`config.mk`:
```
export PLATFORM = sky130hd
export DESIGN_NAME = alu_wb_slave
export DESIGN_NICKNAME = d
export VERILOG_FILES = /design/src/rtl/alu_pkg.sv /design/src/rtl/alu_iter_core.sv /design/src/rtl/alu_wb_slave.sv
export SDC_FILE = /design/constraint.sdc
export NUM_CORES = 1
export LEC_CHECK = 0
export CORE_ASPECT_RATIO = 0.7
export CORE_MARGIN = 5
export CORE_UTILIZATION = 61
export DETAILED_ROUTE_END_ITERATION = 7
export HOLD_SLACK_MARGIN = 0.05
export PLACE_DENSITY = 0.81
export SLEW_MARGIN = 10
export SYNTH_ARGS = -nofsm -noshare
export SYNTH_HDL_FRONTEND = slang
export SYNTH_HIERARCHICAL = 1
export SYNTH_SLANG_ARGS = --single-unit
export TNS_END_PERCENT = 20
```
`constraint.sdc`:
```
create_clock -name clk_i -period 4.6 [get_ports clk_i]
set_input_delay 0.92 -clock clk_i [delete_from_list [all_inputs] [get_ports clk_i]]
set_output_delay 0.92 -clock clk_i [all_outputs]
set_load 0.05 [all_outputs]
```
`src/rtl/alu_pkg.sv`:
```
// Shared definitions for the Wishbone ALU coprocessor: opcodes, register
// offsets, FSM states, STATUS bit positions and the single-cycle ALU function.
package alu_pkg;

  typedef enum logic [2:0] {
    OP_ADD = 3'd0,
    OP_SUB = 3'd1,
    OP_AND = 3'd2,
    OP_OR  = 3'd3,
    OP_XOR = 3'd4,
    OP_MUL = 3'd5,
    OP_DIV = 3'd6,
    OP_RSV = 3'd7
  } op_e;

  localparam logic [7:0] OFF_OPA    = 8'h00;
  localparam logic [7:0] OFF_OPB    = 8'h04;
  localparam logic [7:0] OFF_CTRL   = 8'h08;
  localparam logic [7:0] OFF_STATUS = 8'h0C;
  localparam logic [7:0] OFF_RES_LO = 8'h10;
  localparam logic [7:0] OFF_RES_HI = 8'h14;

  typedef enum logic [1:0] {
    ST_IDLE = 2'd0,
    ST_EXEC = 2'd1,
    ST_ITER = 2'd2,
    ST_DONE = 2'd3
  } state_e;

  localparam int unsigned STAT_BUSY = 0;
  localparam int unsigned STAT_DONE = 1;
  localparam int unsigned STAT_DIV0 = 2;

  function automatic logic [31:0] merge_lanes(input logic [31:0] old_val,
                                              input logic [31:0] new_val,
                                              input logic [3:0]  sel);
    logic [31:0] r;
    r = old_val;
    for (int unsigned i = 0; i < 4; i++) begin
      if (sel[i]) r[8*i +: 8] = new_val[8*i +: 8];
    end
    return r;
  endfunction

  // Single-cycle results; OP_DIV only reaches here for a zero divisor.
  function automatic logic [63:0] exec_result(input op_e op,
                                              input logic [31:0] a,
                                              input logic [31:0] b);
    logic [32:0] s;
    logic [63:0] r;
    s = '0;
    case (op)
      OP_ADD: begin
        s = {1'b0, a} + {1'b0, b};
        r = {31'b0, s};
      end
      OP_SUB: begin
        s = {1'b0, a} - {1'b0, b};
        r = {31'b0, s};
      end
      OP_AND:  r = {32'b0, a & b};
      OP_OR:   r = {32'b0, a | b};
      OP_XOR:  r = {32'b0, a ^ b};
      OP_DIV:  r = {a, 32'hFFFF_FFFF};
      default: r = '0;
    endcase
    return r;
  endfunction

endpackage

```
`src/rtl/alu_iter_core.sv`:
```
// 32-step shift-add multiplier and (with ALU_DIV_EN) restoring divider.
// res_next_o is the product/remainder:quotient after the current step.
module alu_iter_core (
  input  logic        clk_i,
  input  logic        rst_i,
  input  logic        start_i,
  input  logic        op_div_i,
  input  logic        en_i,
  input  logic [31:0] a_i,
  input  logic [31:0] b_i,
  output logic        done_o,
  output logic [63:0] res_next_o
);

  logic [31:0] opnd;
  logic [63:0] prod;
  logic [4:0]  cnt;
  logic [32:0] mul_sum;
  logic [63:0] mul_next;

  assign mul_sum  = {1'b0, prod[63:32]} + (prod[0] ? {1'b0, opnd} : 33'd0);
  assign mul_next = {mul_sum, prod[31:1]};
  assign done_o   = en_i && (cnt == 5'd31);

`ifdef ALU_DIV_EN
  logic        is_div;
  logic [32:0] trial;
  logic        fits;
  logic [31:0] rem;
  logic [63:0] div_next;

  // prod holds remainder:quotient; the quotient half shifts in the result bits.
  assign trial      = {prod[63:32], prod[31]};
  assign fits       = (trial >= {1'b0, opnd});
  assign rem        = fits ? (trial[31:0] - opnd) : trial[31:0];
  assign div_next   = {rem, prod[30:0], fits};
  assign res_next_o = is_div ? div_next : mul_next;
`else
  logic unused_ok;
  assign unused_ok  = op_div_i;
  assign res_next_o = mul_next;
`endif

  always_ff @(posedge clk_i) begin
    if (rst_i) begin
      opnd <= '0;
      prod <= '0;
      cnt  <= '0;
`ifdef ALU_DIV_EN
      is_div <= 1'b0;
`endif
    end else if (start_i) begin
      cnt <= '0;
`ifdef ALU_DIV_EN
      is_div <= op_div_i;
      opnd   <= op_div_i ? b_i : a_i;
      prod   <= {32'b0, (op_div_i ? a_i : b_i)};
`else
      opnd <= a_i;
      prod <= {32'b0, b_i};
`endif
    end else if (en_i) begin
      prod <= res_next_o;
      cnt  <= cnt + 5'd1;
    end
  end

endmodule

```
`src/rtl/alu_wb_slave.sv`:
```
// Wishbone classic ALU coprocessor: bus decode, register file and FSM.
// Define ALU_DIV_EN to build the divider (opcode 6); otherwise opcode 6 gets err.
module alu_wb_slave
  import alu_pkg::*;
#(
  parameter logic [31:0] BASE_ADDR = 32'h0000_0300
) (
  input  logic        clk_i,
  input  logic        rst_i,
  input  logic [31:0] addr_i,
  input  logic [31:0] dat_i,
  output logic [31:0] dat_o,
  input  logic        we_i,
  input  logic [3:0]  sel_i,
  input  logic        cyc_i,
  input  logic        stb_i,
  input  logic        lock_i,
  input  logic        tagn_i,
  output logic        ack_o,
  output logic        err_o,
  output logic        rty_o,
  output logic        tagn_o,
  output logic        busy_o
);

  state_e      state, state_nx;
  logic [31:0] opa, opb, opa_w, opb_w;
  op_e         last_op, new_op;
  logic [63:0] res, res_nx;
  logic        done, div0, go, go_iter, finish;
  logic        ack, err, rty;
  logic [31:0] dat;

  logic        hit, req, busy, op_ok, start, start_iter;
  logic        resp_ack, resp_err, resp_rty, wr_opa, wr_opb;
  logic [31:0] rdata;
  logic        core_done;
  logic [63:0] core_res;
  logic        unused_ok;

  assign unused_ok = ^{lock_i, tagn_i};

  assign hit    = (addr_i[31:8] == BASE_ADDR[31:8]);
  assign req    = cyc_i && stb_i && hit && !(ack || err || rty);
  assign busy   = (state == ST_EXEC) || (state == ST_ITER);
  assign new_op = op_e'(dat_i[2:0]);
  assign start_iter = (new_op == OP_MUL) || ((new_op == OP_DIV) && (opb != '0));

`ifdef ALU_DIV_EN
  assign op_ok = (new_op != OP_RSV);
`else
  assign op_ok = (new_op != OP_RSV) && (new_op != OP_DIV);
`endif

  always_comb begin
    resp_ack = 1'b0;
    resp_err = 1'b0;
    resp_rty = 1'b0;
    rdata    = '0;
    wr_opa   = 1'b0;
    wr_opb   = 1'b0;
    start    = 1'b0;
    if (req) begin
      if (addr_i[1:0] != 2'b00) begin
        resp_err = 1'b1;
      end else begin
        case (addr_i[7:0])
          OFF_OPA: begin
            resp_ack = 1'b1;
            wr_opa   = we_i;
            if (!we_i) rdata = opa;
          end
          OFF_OPB: begin
            resp_ack = 1'b1;
            wr_opb   = we_i;
            if (!we_i) rdata = opb;
          end
          OFF_CTRL: begin
            if (!we_i) begin
              resp_ack = 1'b1;
              rdata    = {29'b0, last_op};
            end else if (busy) begin
              resp_rty = 1'b1;
            end else if (!sel_i[0]) begin
              resp_ack = 1'b1;
            end else if (op_ok) begin
              resp_ack = 1'b1;
              start    = 1'b1;
            end else begin
              resp_err = 1'b1;
            end
          end
          OFF_STATUS: begin
            if (we_i) begin
              resp_err = 1'b1;
            end else begin
              resp_ack        = 1'b1;
              rdata[STAT_BUSY] = busy;
              rdata[STAT_DONE] = done;
              rdata[STAT_DIV0] = div0;
            end
          end
          OFF_RES_LO: begin
            resp_err = we_i;
            resp_ack = !we_i;
            if (!we_i) rdata = res[31:0];
          end
          OFF_RES_HI: begin
            resp_err = we_i;
            resp_ack = !we_i;
            if (!we_i) rdata = res[63:32];
          end
          default: resp_err = 1'b1;
        endcase
      end
    end
  end

  // go is the accepted-start flag from the ack cycle; the FSM leaves IDLE/DONE a cycle later.
  always_comb begin
    state_nx = state;
    finish   = 1'b0;
    res_nx   = exec_result(last_op, opa_w, opb_w);
    case (state)
      ST_IDLE, ST_DONE: state_nx = go ? (go_iter ? ST_ITER : ST_EXEC) : ST_IDLE;
      ST_EXEC: begin
        state_nx = ST_DONE;
        finish   = 1'b1;
      end
      ST_ITER: begin
        res_nx = core_res;
        if (core_done) begin
          state_nx = ST_DONE;
          finish   = 1'b1;
        end
      end
      default: state_nx = ST_IDLE;
    endcase
  end

  always_ff @(posedge clk_i) begin
    if (rst_i) begin
      state   <= ST_IDLE;
      opa     <= '0;
      opb     <= '0;
      opa_w   <= '0;
      opb_w   <= '0;
      last_op <= OP_ADD;
      res     <= '0;
      done    <= 1'b0;
      div0    <= 1'b0;
      go      <= 1'b0;
      go_iter <= 1'b0;
      ack     <= 1'b0;
      err     <= 1'b0;
      rty     <= 1'b0;
      dat     <= '0;
    end else begin
      state   <= state_nx;
      ack     <= resp_ack;
      err     <= resp_err;
      rty     <= resp_rty;
      dat     <= rdata;
      go      <= start;
      go_iter <= start_iter;
      if (wr_opa) opa <= merge_lanes(opa, dat_i, sel_i);
      if (wr_opb) opb <= merge_lanes(opb, dat_i, sel_i);
      if (start) begin
        last_op <= new_op;
        opa_w   <= opa;
        opb_w   <= opb;
        done    <= 1'b0;
        div0    <= 1'b0;
      end
      if (finish) begin
        res  <= res_nx;
        done <= 1'b1;
        div0 <= (state == ST_EXEC) && (last_op == OP_DIV);
      end
    end
  end

  alu_iter_core u_core (
    .clk_i      (clk_i),
    .rst_i      (rst_i),
    .start_i    (start && start_iter),
    .op_div_i   (new_op == OP_DIV),
    .en_i       (state == ST_ITER),
    .a_i        (opa),
    .b_i        (opb),
    .done_o     (core_done),
    .res_next_o (core_res)
  );

  assign dat_o  = dat;
  assign ack_o  = ack;
  assign err_o  = err;
  assign rty_o  = rty;
  assign tagn_o = 1'b0;
  assign busy_o = busy;

endmodule

```
# Yosys cells after proc, flatten, opt, wreduce, memory -nomap -nowiden

Cells that the tools add are included.

Input port bits: 75
Register bits: 337
Logic and storage cells: 139
Output and inout port bits: 37

Bitwise operators: 6
$add $sub $neg: 4
Eq/ne operators: 20
Reductions and logical operators: 36
Mux-type cells: 48

Operator list:

| cell                                                                    | number |
|---|---|
| 64-bit one-hot mux with 6 select lines                                  | 1 |
| 32-bit 2-to-1 mux                                                       | 7 |
| 29-bit one-hot mux with 5 select lines                                  | 1 |
| 32-bit by 32-bit adder with 33-bit output                               | 2 |
| 64-bit 2-to-1 mux                                                       | 1 |
| 32-bit by 32-bit subtractor with 33-bit output                          | 1 |
| 32-bit bitwise AND                                                      | 1 |
| 32-bit bitwise OR                                                       | 1 |
| 32-bit nonzero test                                                     | 1 |
| 32-bit XOR                                                              | 1 |
| 1-bit 2-to-1 mux                                                        | 28 |
| 24-bit by 2-bit equality test with 1-bit output (second input constant) | 1 |
| 3-bit one-hot mux with 6 select lines                                   | 1 |
| 8-bit by 4-bit equality test with 1-bit output (second input constant)  | 2 |
| 8-bit by 5-bit equality test with 1-bit output (second input constant)  | 2 |
| 2-bit AND reduction                                                     | 8 |
| 3-bit equality test (second input constant)                             | 4 |
| 2-bit OR reduction                                                      | 5 |
| 8-bit by 3-bit equality test with 1-bit output (second input constant)  | 1 |
| 1-bit logical AND                                                       | 8 |
| 8-bit logical NOT                                                       | 1 |
| 1-bit one-hot mux with 4 select lines                                   | 2 |
| 3-bit by 2-bit equality test with 1-bit output (second input constant)  | 2 |
| 2-bit 2-to-1 mux                                                        | 3 |
| 18 further kinds                                                        | 29 |

# Logic depth before layout (Yosys ltp)

Depth in word-level cells: 11
Mapped depth: 18
Gate-level depth less buffers: 18

# Cells and area by module

The synthesis kept the hierarchy.

By module, submodules not included:

| module        | seq. area each (um^2) | cells an instance | area each (um^2) | times used |
|---|---|---|---|---|
| alu_wb_slave  | 4724.5                | 1784              | 13798.2          | 1 |
| alu_iter_core | 2021.9                | 734               | 6153.4           | 1 |

# Least setup slack after synthesis

No wires, ideal clock.

Kind: register to register
From: register opb_w[12]
To: register res[31]
Setup time: 0.070 ns
Cell stages (with the launch flop): 17
Data arrival time: 3.831 ns
Path buffers: 0
Path slack: 0.699 ns
Period minus slack after synthesis: 3.901 ns
Required time: 4.530 ns
Path through: dfxtp_1 or4_4 or3_4 or4_4 nor4_4 nor2_1 xnor2_1 ha_1 a21o_1 a21o_1 a21o_1 a211oi_1 o21ai_0 a31oi_1 xnor2_1 nand2_1 a21oi_1

Cells in the longest elaborated chain, start to end: 3
Elaborated cells on any way between the ends: 4
Those cells by class: add/sub (2); mux (2)

RTL lines:

| element                                                                                                            | line                         | source |
|---|---|---|
| from (decl)                                                                                                        | alu_wb_slave.sv:27           | `logic [31:0] opa, opb, opa_w, opb_w;` |
| from (signal assigned)                                                                                             | alu_wb_slave.sv:171          | `opb_w <= opb;` |
| 32-bit by 32-bit subtractor with 33-bit output / 32-bit by 32-bit adder with 33-bit output (equally long branches) | alu_pkg.sv:58, alu_pkg.sv:54 |  |
| 64-bit one-hot mux with 6 select lines (*)                                                                         | alu_pkg.sv:52                | `case (op)` |
| 64-bit 2-to-1 mux (*)                                                                                              | alu_wb_slave.sv:124          | `case (state)` |
| to (signal assigned)                                                                                               | alu_wb_slave.sv:176          | `res <= res_nx;` |
| to (decl)                                                                                                          | alu_wb_slave.sv:29           | `logic [63:0] res, res_nx;` |

Every way passes the cells marked *; elsewhere a longest branch is shown, timed or not.
A chain may end at the register's enable or synchronous reset.

# Worst setup path after layout

From: register opb_w[5]
To: register res[26]

Same word-level chain as after synthesis.

==> out/metrics.csv <==
metric,value,unit
drive_gt1_frac,0.06619,
status,"finished, final reports clean",
nNetsFinal,2713,
hold_path.startpoint,res[1],
p_leak,8.350,nW
coreArea,0.03227,mm^2
route.detailed.drc,0,
slew_headroom,0.2284,
finalSetupViolCount,0,
hold_end,res[1],
gp_congestion,0.9535,
hold_path.class,reg -> reg,
wirelength,61.85,mm
cts_tree,done,
die_area,0.03647,mm^2
arrival,4780,ps
clock.fmax,229.2,MHz
yosysWarnings,6,
die_x,226.1,um
r2r-start,opb_w[5],
drv_slew,0,
grt.overflow.total,0,
die_y,161.3,um
io_buffers,108,
antenna_found_initial,4,
track_usage,0.3219,
dp_hpwl,43.64,mm
stdcell_count,2951,
ctsHtreeMaxLevel,2,
finalPower,5.850,mW
cts_hold_buf,0,
clk_latency,530,ps
crit_path_cell_trace,nor4_2 > nand2_1 > or4_1 > o21ai_0 > xnor2_1 > ha_1 > and4_1 > nor3b_1 > inv_1 > o21ai_0 > buf_4 > a21o_1 > o22ai_1 > xnor2_1 > a221oi_1 > a2111oi_1,
finalHoldViolations,0,
tns,0,ps
ctsResizeCount,0,
synth.cell_area,0.01994,mm^2
layout_commonest_cell,dfxtp_1,
holdWs,467.8,ps
clkSlewWorstSetupHoldPaths,60,ps
end_kind,flop,
fin_skew,17.80,ps
crit_fanout,7,
min_path_cells,2,
io_pins,112,
peakVddDrop,278.2,uV
post-place-cells,2894,
syn_to_final_growth,11.19,%
grt_pass1_wl,96.35,mm
critPathKind,reg -> reg,
fin_crit_sh,0.9485,
synth_nets,2727,
num_vias,19270,
tightest_slew,1153,ps
cpPeakStageDelay,650,ps
syn-mean-instance-area,7.924,um^2
powerDensity,263.8,mW/mm^2
cts_made_buffers,34,
firstDrtPassIters,6,
cts-root-buf,clkbuf_16,
required,5010,ps
avgViaCountPerCell,6.531,
clk_path_buf_depth,3,
clkSinkCount,337,
grt_pass1_vias,18330,
critPathSlowestCell,or4_1,
reg2reg_slack,240,ps
startpoint_type,flop,
drv_cap,0,
routedWlPerCell,20.96,um
rows,55,
ant_nets,0,
utilization,0.6871,
reg2reg_depth,16,
synth_cells,2517,
post_cts_buffers,0,
grt_max_degree,78,
start_util,0.6179,
rr_endpoint,res[26],
drt_iter0_drc,2540,
final_cell_mix,"dfxtp_1 (336), nand2_1 (300), a21oi_1 (297)",
finalCriticalPeriod,4363,ps
[registers in the layout, summed over array words and instances, names as in the netlist]
register	cells
res	64
opb	32
last_op	3
opb_w	32
done	1
state	2
dat_o	32
go	1
rty_o	1
opa	32
err_o	1
u_core/cnt	5
ack_o	1
u_core/prod	64
go_iter	1
u_core/opnd	32
opa_w	32
div0	1
[layout make-up]
class | count | area (um^2)
Clock inverter | 13 | 133.9
Inverter | 82 | 307.8
Fill cell | 2593 | 10100
Sequential cell | 337 | 6748
Timing Repair Buffer | 155 | 1450
Tap cell | 427 | 534.3
Clock buffer | 43 | 935.9
Antenna cell | 1 | 2.502
Multi-Input combinational cell | 1893 | 12060
[critical path: cells and delay by family (launching register included)]
family	cells	cell delay [ps]
DFF	1	400
and+or+nand+nor	5	1620
buffers and inverters	2	230
xor gates and xnor gates	2	330
AOI/OAI and AO/OA	6	1310
adders and majority gates	1	380
[worst max-delay path by stage]
stage                    from  slack, ps  cells past startpoint  endpoint
CTS                  opb_w[5]        270                     14   res[23]
global route         opb_w[5]        -50                     16   res[26]
global placement     opb_w[5]        330                     16   res[26]
detailed placement   opb_w[5]        300                     14   res[23]
finish               opb_w[5]        240                     16   res[26]
floorplan           opb_w[12]        700                     16   res[31]
[report_power, final]
group	switching [mW]	internal, mW
clock network	1.19	1.56
logic	0.110	0.0716
registers	0.000167	2.92
total	1.30	4.55
[stage by stage]
stage | setup slack, ps | area (um^2)
after detailed placement | 302.3 | 21070
after global placement | 331.4 | 21070
after floorplan | 698.9 | 19940
final | 237.0 | 22180
after CTS | 270.8 | 22140
after global routing | -45.20 | 22170
[metal layers]
layer / global-route usage / up-vias / share of wire
li1: - / 8862 / -
met1: 0.4238 / 9122 / 0.40
met2: 0.5199 / 1059 / 0.45
met5: 0 / - / 0.00040
met3: 0.06541 / 227 / 0.096
met4: 0.1309 / 4 / 0.045
Note: power is estimated with default switching activity, not from simulation.
